## src/rtl/dma_req_split_pkg.sv

```systemverilog
// Shared DMA request definitions: entry layout, block/page geometry and the
// chunk-count encoding used by both the splitter and the request consumer.
package dma_req_split_pkg;

    localparam int ENTRY_W     = 116;
    localparam int ADDR_LSB    = 0;
    localparam int TAG_LSB     = 64;
    localparam int CNT_LSB     = 108;
    localparam int LAST_BIT    = 111;

    localparam int BLOCK_BYTES = 512;
    localparam int PAGE_BYTES  = 4096;
    localparam int BLOCK_SHIFT = 9;
    localparam int PAGE_SHIFT  = 12;
    localparam int PAGE_BLOCKS = PAGE_BYTES / BLOCK_BYTES;

    localparam logic [63:0] ADDR_MASK = ~64'(BLOCK_BYTES - 1);

    // A full 8-block chunk wraps to 3'd0 in the count field.
    function automatic logic [2:0] encode_count(input logic [3:0] blocks);
        return 3'(blocks % 4'd8);
    endfunction

    function automatic logic [ENTRY_W-1:0] pack_entry(
        input logic [63:0] addr,
        input logic [7:0]  tag,
        input logic [2:0]  count,
        input logic        last
    );
        logic [ENTRY_W-1:0] e;
        e                  = '0;
        e[ADDR_LSB +: 64]  = addr;
        e[TAG_LSB +: 8]    = tag;
        e[CNT_LSB +: 3]    = count;
        e[LAST_BIT]        = last;
        return e;
    endfunction

endpackage

```

## src/rtl/dma_req_split.sv

```systemverilog
// Splits a block-granular DMA command into page-bounded chunk requests and
// pushes them into the Sq (host-to-device) or Rq (device-to-host) FIFO.
//
// state | meaning
// IDLE  | ready for a command; zero-length commands are flagged here
// SPLIT | emitting one chunk per cycle until remaining blocks reach zero
module dma_req_split
    import dma_req_split_pkg::*;
(
    input  logic                clock,
    input  logic                reset,
    input  logic                CmdValid,
    output logic                CmdReady,
    input  logic                CmdDir,
    input  logic [63:0]         CmdHostAddr,
    input  logic [15:0]         CmdBlocks,
    input  logic [7:0]          CmdTag,
    output logic                SqDmaFifoPush,
    output logic [ENTRY_W-1:0]  SqDmaFifoDataIn,
    input  logic                SqDmaFifoFull,
    output logic                RqDmaFifoPush,
    output logic [ENTRY_W-1:0]  RqDmaFifoDataIn,
    input  logic                RqDmaFifoFull,
    output logic                CmdDone,
    output logic [7:0]          CmdDoneTag,
    output logic                ErrZeroLen,
    output logic                Busy
);

    localparam logic [0:0] ST_IDLE  = 1'b0;
    localparam logic [0:0] ST_SPLIT = 1'b1;

    logic [0:0]  state_q, state_d;
    logic [63:0] addr_q, addr_d;
    logic [15:0] remaining_q, remaining_d;
    logic [7:0]  tag_q, tag_d;
    logic        dir_q, dir_d;
    logic        done_q, done_d;
    logic [7:0]  done_tag_q, done_tag_d;
    logic        err_q, err_d;

    logic [3:0]          chunk;
    logic                is_last;
    logic                sel_full;
    logic                push;
    logic [ENTRY_W-1:0]  entry;

    // Largest chunk that neither overruns the command nor crosses a page.
    function automatic logic [3:0] chunk_size(
        input logic [15:0] remaining,
        input logic [2:0]  blk_in_page
    );
        logic [3:0] page_left;
        page_left = 4'(PAGE_BLOCKS) - {1'b0, blk_in_page};
        if (remaining < {12'b0, page_left}) begin
            return remaining[3:0];
        end
        return page_left;
    endfunction

    always_comb begin
        chunk    = chunk_size(remaining_q, addr_q[PAGE_SHIFT-1:BLOCK_SHIFT]);
        is_last  = ({12'b0, chunk} == remaining_q);
        sel_full = dir_q ? RqDmaFifoFull : SqDmaFifoFull;
        push     = (state_q == ST_SPLIT) && !sel_full;
        entry    = pack_entry(addr_q, tag_q, encode_count(chunk), is_last);
    end

    assign CmdReady        = (state_q == ST_IDLE);
    assign Busy            = (state_q == ST_SPLIT);
    assign SqDmaFifoPush   = push && !dir_q;
    assign RqDmaFifoPush   = push && dir_q;
    assign SqDmaFifoDataIn = entry;
    assign RqDmaFifoDataIn = entry;
    assign CmdDone         = done_q;
    assign CmdDoneTag      = done_tag_q;
    assign ErrZeroLen      = err_q;

    always_comb begin
        state_d     = state_q;
        addr_d      = addr_q;
        remaining_d = remaining_q;
        tag_d       = tag_q;
        dir_d       = dir_q;
        done_d      = 1'b0;
        done_tag_d  = done_tag_q;
        err_d       = 1'b0;
        case (state_q)
            ST_IDLE: begin
                if (CmdValid) begin
                    addr_d      = CmdHostAddr & ADDR_MASK;
                    remaining_d = CmdBlocks;
                    tag_d       = CmdTag;
                    dir_d       = CmdDir;
                    if (CmdBlocks == 16'd0) begin
                        err_d = 1'b1;
                    end else begin
                        state_d = ST_SPLIT;
                    end
                end
            end
            ST_SPLIT: begin
                if (push) begin
                    addr_d      = addr_q + ({60'b0, chunk} << BLOCK_SHIFT);
                    remaining_d = remaining_q - {12'b0, chunk};
                    if (is_last) begin
                        done_d     = 1'b1;
                        done_tag_d = tag_q;
                        state_d    = ST_IDLE;
                    end
                end
            end
            default: state_d = ST_IDLE;
        endcase
    end

    always_ff @(posedge clock or negedge reset) begin
        if (!reset) begin
            state_q     <= ST_IDLE;
            addr_q      <= '0;
            remaining_q <= '0;
            tag_q       <= '0;
            dir_q       <= 1'b0;
            done_q      <= 1'b0;
            done_tag_q  <= '0;
            err_q       <= 1'b0;
        end else begin
            state_q     <= state_d;
            addr_q      <= addr_d;
            remaining_q <= remaining_d;
            tag_q       <= tag_d;
            dir_q       <= dir_d;
            done_q      <= done_d;
            done_tag_q  <= done_tag_d;
            err_q       <= err_d;
        end
    end

endmodule

```

## config.mk

```make
export PLATFORM = sky130hd
export DESIGN_NAME = dma_req_split
export DESIGN_NICKNAME = d
export VERILOG_FILES = /design/src/rtl/dma_req_split_pkg.sv /design/src/rtl/dma_req_split.sv
export SDC_FILE = /design/constraint.sdc
export NUM_CORES = 1
export LEC_CHECK = 0
export BUFFER_PORTS_ARGS = -buffer_cell sky130_fd_sc_hd__buf_2
export CAP_MARGIN = 20
export CORE_AREA = 4 4 129 131
export CTS_BUF_LIST = sky130_fd_sc_hd__clkbuf_2 sky130_fd_sc_hd__clkbuf_4 sky130_fd_sc_hd__clkbuf_8
export DETAILED_ROUTE_END_ITERATION = 8
export DIE_AREA = 0 0 133 135
export PLACE_DENSITY_LB_ADDON = 0.2
export RECOVER_POWER = 100
export SLEW_MARGIN = 30
export SYNTH_ARGS = -nofsm -noshare
export SYNTH_HDL_FRONTEND = slang
export SYNTH_SLANG_ARGS = --single-unit
```

## constraint.sdc

```tcl
create_clock -name clock -period 5.05 [get_ports clock]
set_input_delay 0.505 -clock clock [delete_from_list [all_inputs] [get_ports clock]]
set_output_delay 0.505 -clock clock [all_outputs]
set_load 0.02 [all_outputs]
```

==> reports/results.md, run 1 <==
| Step | Quantity | This run |
| --- | --- | --- |
| synthesis | Predominant post-synthesis flop cell | sky130_fd_sc_hd__dfrtp_1 |
| synthesis | Cell area after synthesis | 7090 µm² |
| clock network | Clock latency on the worst-skew pair | 370 ps |
| power | Switching power as a share of total power | 0.527 |
| detailed routing | Detailed Routing Iterations Pass 1 | 4 |
| power | Sw Pwr | 2.21 mW |
| floorplan | Top-level I/O count | 340 |
| placement | Final weighted congestion in routability-driven placement | 0.772 |
| synthesis | Cell count after synthesis | 826 |
| floorplan | Starting density of the core | 0.454 |
| worst hold path | Cell depth of the worst hold path | 3 |
| clock network | TritonCTS clock tree | done |
| power | Sequential power share | 0.330 |
| detailed routing | Routed via count divided by cell count | 4.98 |
| critical path | Worst setup slack for register-to-register paths | 370 ps |
| cells and area | Area growth syn-to-layout | 6.76% |
| global routing | Vias in the first global route | 5,587 |
| cells and area | Final-stage net count | 1,083 |
| synthesis | Count of unique library cells instantiated by Yosys | 63 |
| power | Clock share of power | 0.117 |
| critical path | Worst setup path class | flip-flop to flip-flop |
| power | Static leakage power | 3.20 nW |
| clock network | CTS clk-pin slew, worst paths | 110 ps |
| sta | Fmax achieved | 0.214 GHz |
| synthesis | Number of enable flip-flop cells after synthesis | 0 |
| global routing | Number of antenna violations at the first check in global routing | 1 |
| detailed routing | Post-detailed-route count of antenna-violating nets | 0 |
| detailed routing | Drc violations | 0 |
| detailed routing | Overall via count from detail_route | 5,967 |
| global routing | Overflow after GRT | 0 |
| sta | Final critical path time including I/O delays and setup | 4680 ps |
| power | Power after layout | 4.20 mW |
| detailed routing | Wire length reported by the detailed router | 19,000 µm |
| floorplan | Standard-cell row count | 46 |
| detailed routing | Average wire length per cell after detail routing | 15.9 µm |
| worst hold path | Hold Startpoint | CmdTag[7] |
| placement | IO buf count | 232 |
| synthesis | Cell type with the highest aggregate area in the netlist | sky130_fd_sc_hd__dfrtp_1 |
| sta | Count of pins over their slew limit | 66 |
| clock network | Setup Buffers After CTS | 0 |
| clock network | Clock root buffer | sky130_fd_sc_hd__clkbuf_8 |
| synthesis | Most area-consuming cells after synthesis | sky130_fd_sc_hd__dfrtp_1 32%, sky130_fd_sc_hd__buf_4 18%, sky130_fd_sc_hd__a211oi_1 5.3% |
| critical path | Logic depth of the worst register-to-register path | 16 |
| sta | Number of endpoints with negative hold slack in the final report | 0 |
| floorplan | Placeable core region | 15,600 µm² |
| critical path | Arr. time, crit path | 4960 ps |
| critical path | Category of the worst setup path capture point | flip-flop |
| synthesis | Share of the synthesized area in the top cell type | 0.321 |
| global routing | Maximum number of pins on one net before global-route repair | 101 |
| clock network | H-tree levels | 3 |
| floorplan | Die Ht | 135 µm |
| sta | Unrepaired setup endpoints after global routing | no |
| sta | Slew margin rel. | -1.45 |
| cells and area | Core occupancy in the finished layout | 0.485 |
| synthesis | Async SR Flop Fraction | 1.00 |
| clock network | CTS Buffer Depth | 2 |
| power | Worst ir drop on vdd | 0.233 mV |
| detailed routing | Detailed Route Iter0 Violations | 265 |
| global routing | Wire length of the first global-routing pass | 29,500 µm |
| floorplan | Width of the chip | 133 µm |
| sta | Max Clock Skew | 9.95 ps |
| clock network | Sinks on Clock Net | 91 |
| critical path | RR Startpoint | remaining_q[10]$_DFFE_PN0P_ |
| placement | Total cell area at the placement stage | 7600 µm² |
| cells and area | Final design area excluding fillers | 7570 µm² |
| power | Power density cells | 555 nW/µm² |
| run status | Violations in the final reports | capacitance limit, slew limit |
| synthesis | Fraction of the yosys area taken by sequential cells | 0.321 |
| sta | Setup-failing EPs final | 0 |
| flow run | Count of maximum capacitance violations | 1 |
| synthesis | Count of warnings emitted by yosys | 0 |
| sta | Setup TNS | 0 ps |
| worst hold path | Worst min-delay path category | primary input to flip-flop |
| run status | Outcome | finished, violations left |
| power | Internal power of the cells | 1.99 mW |
| critical path | Required arrival time at the worst endpoint | 5330 ps |
| synthesis | Number of register bits inferred by synthesis | 91 |
| critical path | Largest driver fanout on the critical path | 8 |
| global routing | Global-route usage over all layers | 0.202 |
| floorplan | Overall die area | 18,000 µm² |
| worst hold path | Hold endpoint | tag_q[7]$_DFFE_PN0P_ |
| synthesis | Per-instance average area after synthesis | 8.58 µm² |
| clock network | Number of buffers created by CTS | 9 |
| sta | Share of the clock period used by the worst path after layout | 0.926 |
| cells and area | Fraction of layout instances using a drive strength above 1 | 0.128 |
| critical path | Element type at the critical path start | flip-flop |
| power | Part of the power in combinational logic | 0.553 |
| critical path | Endpoint of the worst-slack reg-to-reg timing path | addr_q[57]$_DFFE_PN0P_ |
| sta | Actual transition at the worst max-transition pin | 3680 ps |
| critical path | CP startpoint | remaining_q[10]$_DFFE_PN0P_ |
| placement | Detail Placement HPWL | 13,800 µm |
-- state kept, by name, indices dropped and copies added, names as in the netlist --
name and flops:
Busy 1, CmdDone 1, addr_q 55, remaining_q 16
CmdDoneTag 8, ErrZeroLen 1, dir_q 1, tag_q 8
-- power groups by stage --
stage	clock (mW)	sequential [mW]	combinational, mW
3_5_place_dp	0	1.39	2.45
5_1_grt	0.540	1.45	2.57
3_3_place_gp	0	1.39	2.41
4_1_cts	0.512	1.38	2.46
6_report	0.492	1.39	2.32
2_1_floorplan	0	1.52	1.81
-- final cells by class --
| class | count | area [µm²] |
|---|---|---|
| clock inverter | 7 | 58.8 |
| timing repair buffer | 244 | 1060 |
| antenna | 1 | 2.50 |
| inverter | 11 | 41.3 |
| fill | 1671 | 8030 |
| tap | 216 | 270 |
| clock buffer | 9 | 124 |
| multi-input combinational | 618 | 3730 |
| sequential | 91 | 2280 |
-- cell usage after synthesis, types with 6 or more instances --
master	n
sky130_fd_sc_hd__buf_4	167
sky130_fd_sc_hd__dfrtp_1	91
sky130_fd_sc_hd__nand2_1	74
sky130_fd_sc_hd__a21oi_1	64
sky130_fd_sc_hd__nor2b_1	52
sky130_fd_sc_hd__a211oi_1	50
sky130_fd_sc_hd__clkbuf_1	35
sky130_fd_sc_hd__nor2_1	32
sky130_fd_sc_hd__xor2_1	29
sky130_fd_sc_hd__xnor2_1	24
sky130_fd_sc_hd__o21ai_0	20
sky130_fd_sc_hd__nand4_1	19
sky130_fd_sc_hd__nand3_1	16
sky130_fd_sc_hd__and3_1	13
sky130_fd_sc_hd__ha_1	12
sky130_fd_sc_hd__nor3_1	12
sky130_fd_sc_hd__inv_1	11
sky130_fd_sc_hd__mux2i_1	10
sky130_fd_sc_hd__nor4_1	10
sky130_fd_sc_hd__a21o_1	8
sky130_fd_sc_hd__or4_1	6
-- what timing repair did --
action / CTS / global route
setup endpoints to repair: 0 / 9
hold buffers: 0 / 0
resized for setup: 0 / 2
-- through the flow --
step                      setup slack [ps]  hold slack (ps)  cells
after floorplan                        557              209    923
after global placement                 360              471   1180
after detailed placement               332              475   1180
after CTS                              301              262   1196
after global routing                  21.9              301   1197
final                                  372              314   1197
-- metal layers --
layer / wire, µm / GRT usage
met2: 9230 / 0.337
met5: 0 / 0
met1: 8220 / 0.271
met4: 289 / 0.0670
met3: 1240 / 0.0309
-- worst max-delay path, stage by stage (launching register included) --
cell and delay, ps:
sky130_fd_sc_hd__dfrtp_1 430, sky130_fd_sc_hd__or4_1 610, sky130_fd_sc_hd__nor4_1 290, sky130_fd_sc_hd__nand2_1 150, sky130_fd_sc_hd__a211oi_1 420, sky130_fd_sc_hd__buf_4 230, sky130_fd_sc_hd__nand2_1 50, sky130_fd_sc_hd__o21ai_0 190
sky130_fd_sc_hd__ha_1 310, sky130_fd_sc_hd__fa_1 230, sky130_fd_sc_hd__a21o_1 120, sky130_fd_sc_hd__a21oi_1 60, sky130_fd_sc_hd__buf_4 180, sky130_fd_sc_hd__nor4_1 620, sky130_fd_sc_hd__nand4_1 250, sky130_fd_sc_hd__xor2_1 200
sky130_fd_sc_hd__a221oi_1 240
-- cells in the final DEF (no fill, tap or decap), types with 3 or more instances in the layout --
master	count
sky130_fd_sc_hd__clkbuf_1	150
sky130_fd_sc_hd__conb_1	98
sky130_fd_sc_hd__dfrtp_1	90
sky130_fd_sc_hd__buf_2	83
sky130_fd_sc_hd__nand2_1	74
sky130_fd_sc_hd__a21oi_1	63
sky130_fd_sc_hd__nor2b_1	52
sky130_fd_sc_hd__a211oi_1	50
sky130_fd_sc_hd__nor2_1	32
sky130_fd_sc_hd__xor2_1	29
sky130_fd_sc_hd__xnor2_1	24
sky130_fd_sc_hd__o21ai_0	21
sky130_fd_sc_hd__nand4_1	19
sky130_fd_sc_hd__nand3_1	17
sky130_fd_sc_hd__nor3_1	13
sky130_fd_sc_hd__and3_1	13
sky130_fd_sc_hd__nor4_1	12
sky130_fd_sc_hd__ha_1	12
sky130_fd_sc_hd__inv_1	11
sky130_fd_sc_hd__mux2i_1	10
sky130_fd_sc_hd__clkbuf_8	9
sky130_fd_sc_hd__buf_4	9
sky130_fd_sc_hd__a21o_1	8
sky130_fd_sc_hd__or4_1	6
sky130_fd_sc_hd__and4_1	5
sky130_fd_sc_hd__mux2_2	5
sky130_fd_sc_hd__o22ai_1	4
sky130_fd_sc_hd__nor3b_1	4
sky130_fd_sc_hd__inv_6	4
sky130_fd_sc_hd__or3_1	3
sky130_fd_sc_hd__mux2_1	3
-- worst max-delay path by stage --
| stage | end | slack, ps |
|---|---|---|
| 3_5_place_dp | addr_q[62]$_DFFE_PN0P_ | 330 |
| 3_3_place_gp | addr_q[62]$_DFFE_PN0P_ | 360 |
| 2_1_floorplan | addr_q[59]$_DFFE_PN0P_ | 560 |
| 6_report | addr_q[57]$_DFFE_PN0P_ | 370 |
| 4_1_cts | addr_q[62]$_DFFE_PN0P_ | 300 |
| 5_1_grt | addr_q[57]$_DFFE_PN0P_ | 20 |
-- cells by family (layout without fill, tap and decap cells) --
logic type	after synthesis	count (layout)	share of synthesized area
flops	91	91	0.321
other cells	1	99	0.000529
fa+ha+maj	14	14	0.0268
mux	19	19	0.0290
buf+inv	214	271	0.202
compound gates	168	168	0.149
xor+xnor	53	53	0.0655
simple gates	266	266	0.206
Note: power is estimated with default switching activity, not from simulation.
==> run 2: changes to the inputs <==
Settings changed: REMOVE_ABC_BUFFERS from default to 1.
==> reports/results.md, run 2 (synthesis results as in run 1) <==
| Step | Quantity | This run | vs previous |
| --- | --- | --- | --- |
| floorplan | Overall die area | 18,000 µm² | unchanged |
| sta | Share of the clock period used by the worst path after layout | 0.887 | -0.0392 |
| power | Power after layout | 4.22 mW | +0.38% |
| clock network | # resized after CTS | 0 | unchanged |
| power | Static leakage power | 3.20 nW | about the same |
| floorplan | Top-level I/O count | 340 | unchanged |
| cells and area | Largest register by flop count | addr_q |  |
| critical path | Element type at the critical path start | flip-flop |  |
| clock network | CTS clk-pin slew, worst paths | 100 ps | about the same |
| cells and area | Area growth syn-to-layout | 6.74% | about the same |
| sta | Setup-failing EPs final | 0 | unchanged |
| cells and area | Core occupancy in the finished layout | 0.485 | about the same |
| sta | Number of endpoints with negative hold slack in the final report | 0 | unchanged |
| cells and area | Most common cell after layout, fill and taps aside | sky130_fd_sc_hd__clkbuf_1 |  |
| sta | Slew margin rel. | -0.744 | +0.707 |
| placement | Final weighted congestion in routability-driven placement | 0.761 | -1.5% |
| floorplan | Placeable core region | 15,600 µm² | unchanged |
| critical path | Arr. time, crit path | 4710 ps | -250 ps |
| placement | Total cell area at the placement stage | 7600 µm² | about the same |
| sta | Final WS setup | 570 ps | +198 ps |
| clock network | Clock latency on the worst-skew pair | 380 ps | about the same |
| sta | Fmax achieved | 0.223 GHz | +4.4% |
| clock network | H-tree levels | 3 | unchanged |
| cells and area | Ant. Diodes | 0 | -1 |
| critical path | RR Startpoint | addr_q[9]$_DFFE_PN0P_ |  |
| clock network | TritonCTS clock tree | done |  |
| detailed routing | Overall via count from detail_route | 5,976 | +0.15% |
| sta | Count of pins over their slew limit | 129 | +95% |
| power | Power density cells | 558 nW/µm² | +0.40% |
| critical path | Endpoint of the worst-slack reg-to-reg timing path | addr_q[62]$_DFFE_PN0P_ |  |
| critical path | Largest driver fanout on the critical path | 10 | +2 |
| global routing | Maximum number of pins on one net before global-route repair | 102 | +0.99% |
| flow run | Count of maximum capacitance violations | 2 | +1 |
| floorplan | Width of the chip | 133 µm | unchanged |
| worst hold path | Hold Startpoint | CmdTag[4] |  |
| floorplan | Starting density of the core | 0.454 | unchanged |
| run status | Violations in the final reports | capacitance limit, slew limit |  |
| detailed routing | Average wire length per cell after detail routing | 15.3 µm | -3.7% |
| clock network | CTS Buffer Depth | 2 | unchanged |
| power | Worst ir drop on vdd | 0.252 mV | +8.1% |
| clock network | Number of buffers created by CTS | 9 | unchanged |
| critical path | Required arrival time at the worst endpoint | 5280 ps | -50 ps |
| run status | Outcome | finished, violations left |  |
| detailed routing | Wire length reported by the detailed router | 18,300 µm | -3.8% |
| cells and area | Number of cells in the finished layout apart from fillers | 1,196 | -0.084% |
| critical path | Logic depth of the worst register-to-register path | 18 | +2 |
| critical path | Category of the worst setup path capture point | flip-flop |  |
| critical path | Worst setup slack for register-to-register paths | 570 ps | +200 ps |
| detailed routing | Post-detailed-route count of antenna-violating nets | 0 | unchanged |
| cells and area | Final design area excluding fillers | 7560 µm² | about the same |
| floorplan | Standard-cell row count | 46 | unchanged |
| clock network | Cts hold-fix bufs | 0 | unchanged |
| worst hold path | Cell depth of the worst hold path | 3 | unchanged |
| placement | Worst Setup Slack post-DPL | 622 ps | +290 ps |
| detailed routing | Routed via count divided by cell count | 5.00 | +0.23% |
| placement | Detail Placement HPWL | 13,600 µm | -2.0% |
| detailed routing | Detailed Route Iter0 Violations | 350 | +32% |
| placement | IO buf count | 232 | unchanged |
| clock network | Sinks on Clock Net | 91 | unchanged |
| sta | Unrepaired setup endpoints after global routing | no |  |
| cells and area | Leading cell types in the layout, fill and taps excluded | 149 x sky130_fd_sc_hd__clkbuf_1, 98 x sky130_fd_sc_hd__conb_1, 91 x sky130_fd_sc_hd__dfrtp_1 |  |
| worst hold path | Worst min-delay path category | primary input to flip-flop |  |
| critical path | Worst setup path class | flip-flop to flip-flop |  |
| sta | Max Clock Skew | 16.8 ps | +6.89 ps |
| sta | Final critical path time including I/O delays and setup | 4480 ps | -198 ps |
| clock network | Setup Buffers After CTS | 0 | unchanged |
| global routing | Number of antenna violations at the first check in global routing | 3 | +2 |
| cells and area | Registers with the most flip-flops | addr_q (55), remaining_q (16) |  |
| detailed routing | Drc violations | 0 | unchanged |
| detailed routing | Detailed Routing Iterations Pass 1 | 4 | unchanged |
| worst hold path | Hold endpoint | tag_q[4]$_DFFE_PN0P_ |  |
| cells and area | Final-stage net count | 1,083 | unchanged |
| floorplan | Die Ht | 135 µm | unchanged |
| placement | Placed cell count | 1,180 | unchanged |
| sta | Actual transition at the worst max-transition pin | 2620 ps | -1060 ps |
| global routing | Global-route usage over all layers | 0.197 | -0.00554 |
| clock network | Clock root buffer | sky130_fd_sc_hd__clkbuf_8 |  |
| cells and area | Number of flip-flops in the largest register | 55 | unchanged |
| global routing | Overflow after GRT | 0 | unchanged |
| global routing | Wire length of the first global-routing pass | 28,800 µm | -2.6% |
| cells and area | Fraction of layout instances using a drive strength above 1 | 0.124 | -0.00306 |
| global routing | Vias in the first global route | 5,466 | -2.2% |
run 2: changes by cell type in the layout (fill, tap and decap cells not counted), moves of 2 or more:
cell / delta
sky130_fd_sc_hd__buf_2: +2
sky130_fd_sc_hd__buf_4: -2
sky130_fd_sc_hd__clkbuf_4: +2
sky130_fd_sc_hd__clkbuf_8: +2
sky130_fd_sc_hd__inv_6: -4
run 2: layout make-up:
| type | instances | area [µm²] |
|---|---|---|
| Sequential cell | 91 | 2280 |
| Inverter | 11 | 41.3 |
| Clock inverter | 3 | 46.3 |
| Fill cell | 1633 | 8030 |
| Tap cell | 216 | 270 |
| Timing Repair Buffer | 244 | 1060 |
| Multi-Input combinational cell | 618 | 3700 |
| Clock buffer | 13 | 166 |
run 2: metal layers:
metal	GRT usage	routed length, µm	vias up
li1	-	-	2928
met1	0.274	8310	2781
met2	0.315	8380	236
met3	0.0387	1320	25
met4	0.0525	201	6
met5	0	47	-
run 2: stage by stage:
step / TNS (ps) / hold slack [ps]
global route: 0 / 313
floorplan: -3830 / 209
global placement: 0 / 471
finish: 0 / 322
detailed placement: 0 / 475
CTS: 0 / 136
run 2: worst max path at each step:
stage,startpoint,endpoint,slack [ps],cells past startpoint
after floorplan,addr_q[10]$_DFFE_PN0P_,addr_q[53]$_DFFE_PN0P_,-310,17
after global placement,remaining_q[11]$_DFFE_PN0P_,addr_q[62]$_DFFE_PN0P_,650,15
after detailed placement,addr_q[10]$_DFFE_PN0P_,addr_q[57]$_DFFE_PN0P_,620,19
after CTS,addr_q[10]$_DFFE_PN0P_,addr_q[57]$_DFFE_PN0P_,590,19
after global routing,addr_q[10]$_DFFE_PN0P_,addr_q[30]$_DFFE_PN0P_,150,18
final,addr_q[9]$_DFFE_PN0P_,addr_q[62]$_DFFE_PN0P_,570,18
run 2: worst max-delay path, stage by stage, from the launching register on:
cell and delay, ps:
sky130_fd_sc_hd__dfrtp_1 460, sky130_fd_sc_hd__inv_1 80, sky130_fd_sc_hd__ha_1 290, sky130_fd_sc_hd__inv_1 50, sky130_fd_sc_hd__ha_1 270, sky130_fd_sc_hd__a21o_1 160
sky130_fd_sc_hd__a21o_1 170, sky130_fd_sc_hd__a211oi_1 270, sky130_fd_sc_hd__buf_4 210, sky130_fd_sc_hd__nor2_1 60, sky130_fd_sc_hd__a21o_1 230, sky130_fd_sc_hd__ha_1 320
sky130_fd_sc_hd__a211oi_1 90, sky130_fd_sc_hd__o21bai_1 180, sky130_fd_sc_hd__buf_4 190, sky130_fd_sc_hd__or4b_1 600, sky130_fd_sc_hd__nor4_1 460, sky130_fd_sc_hd__xnor2_1 170
sky130_fd_sc_hd__a21oi_1 80
run 2: power breakdown:
part	total, mW	internal, mW	switching [mW]
clock network	0.538	0.268	0.269
logic	2.29	0.828	1.46
registers	1.39	0.977	0.410
total	4.22	2.07	2.14
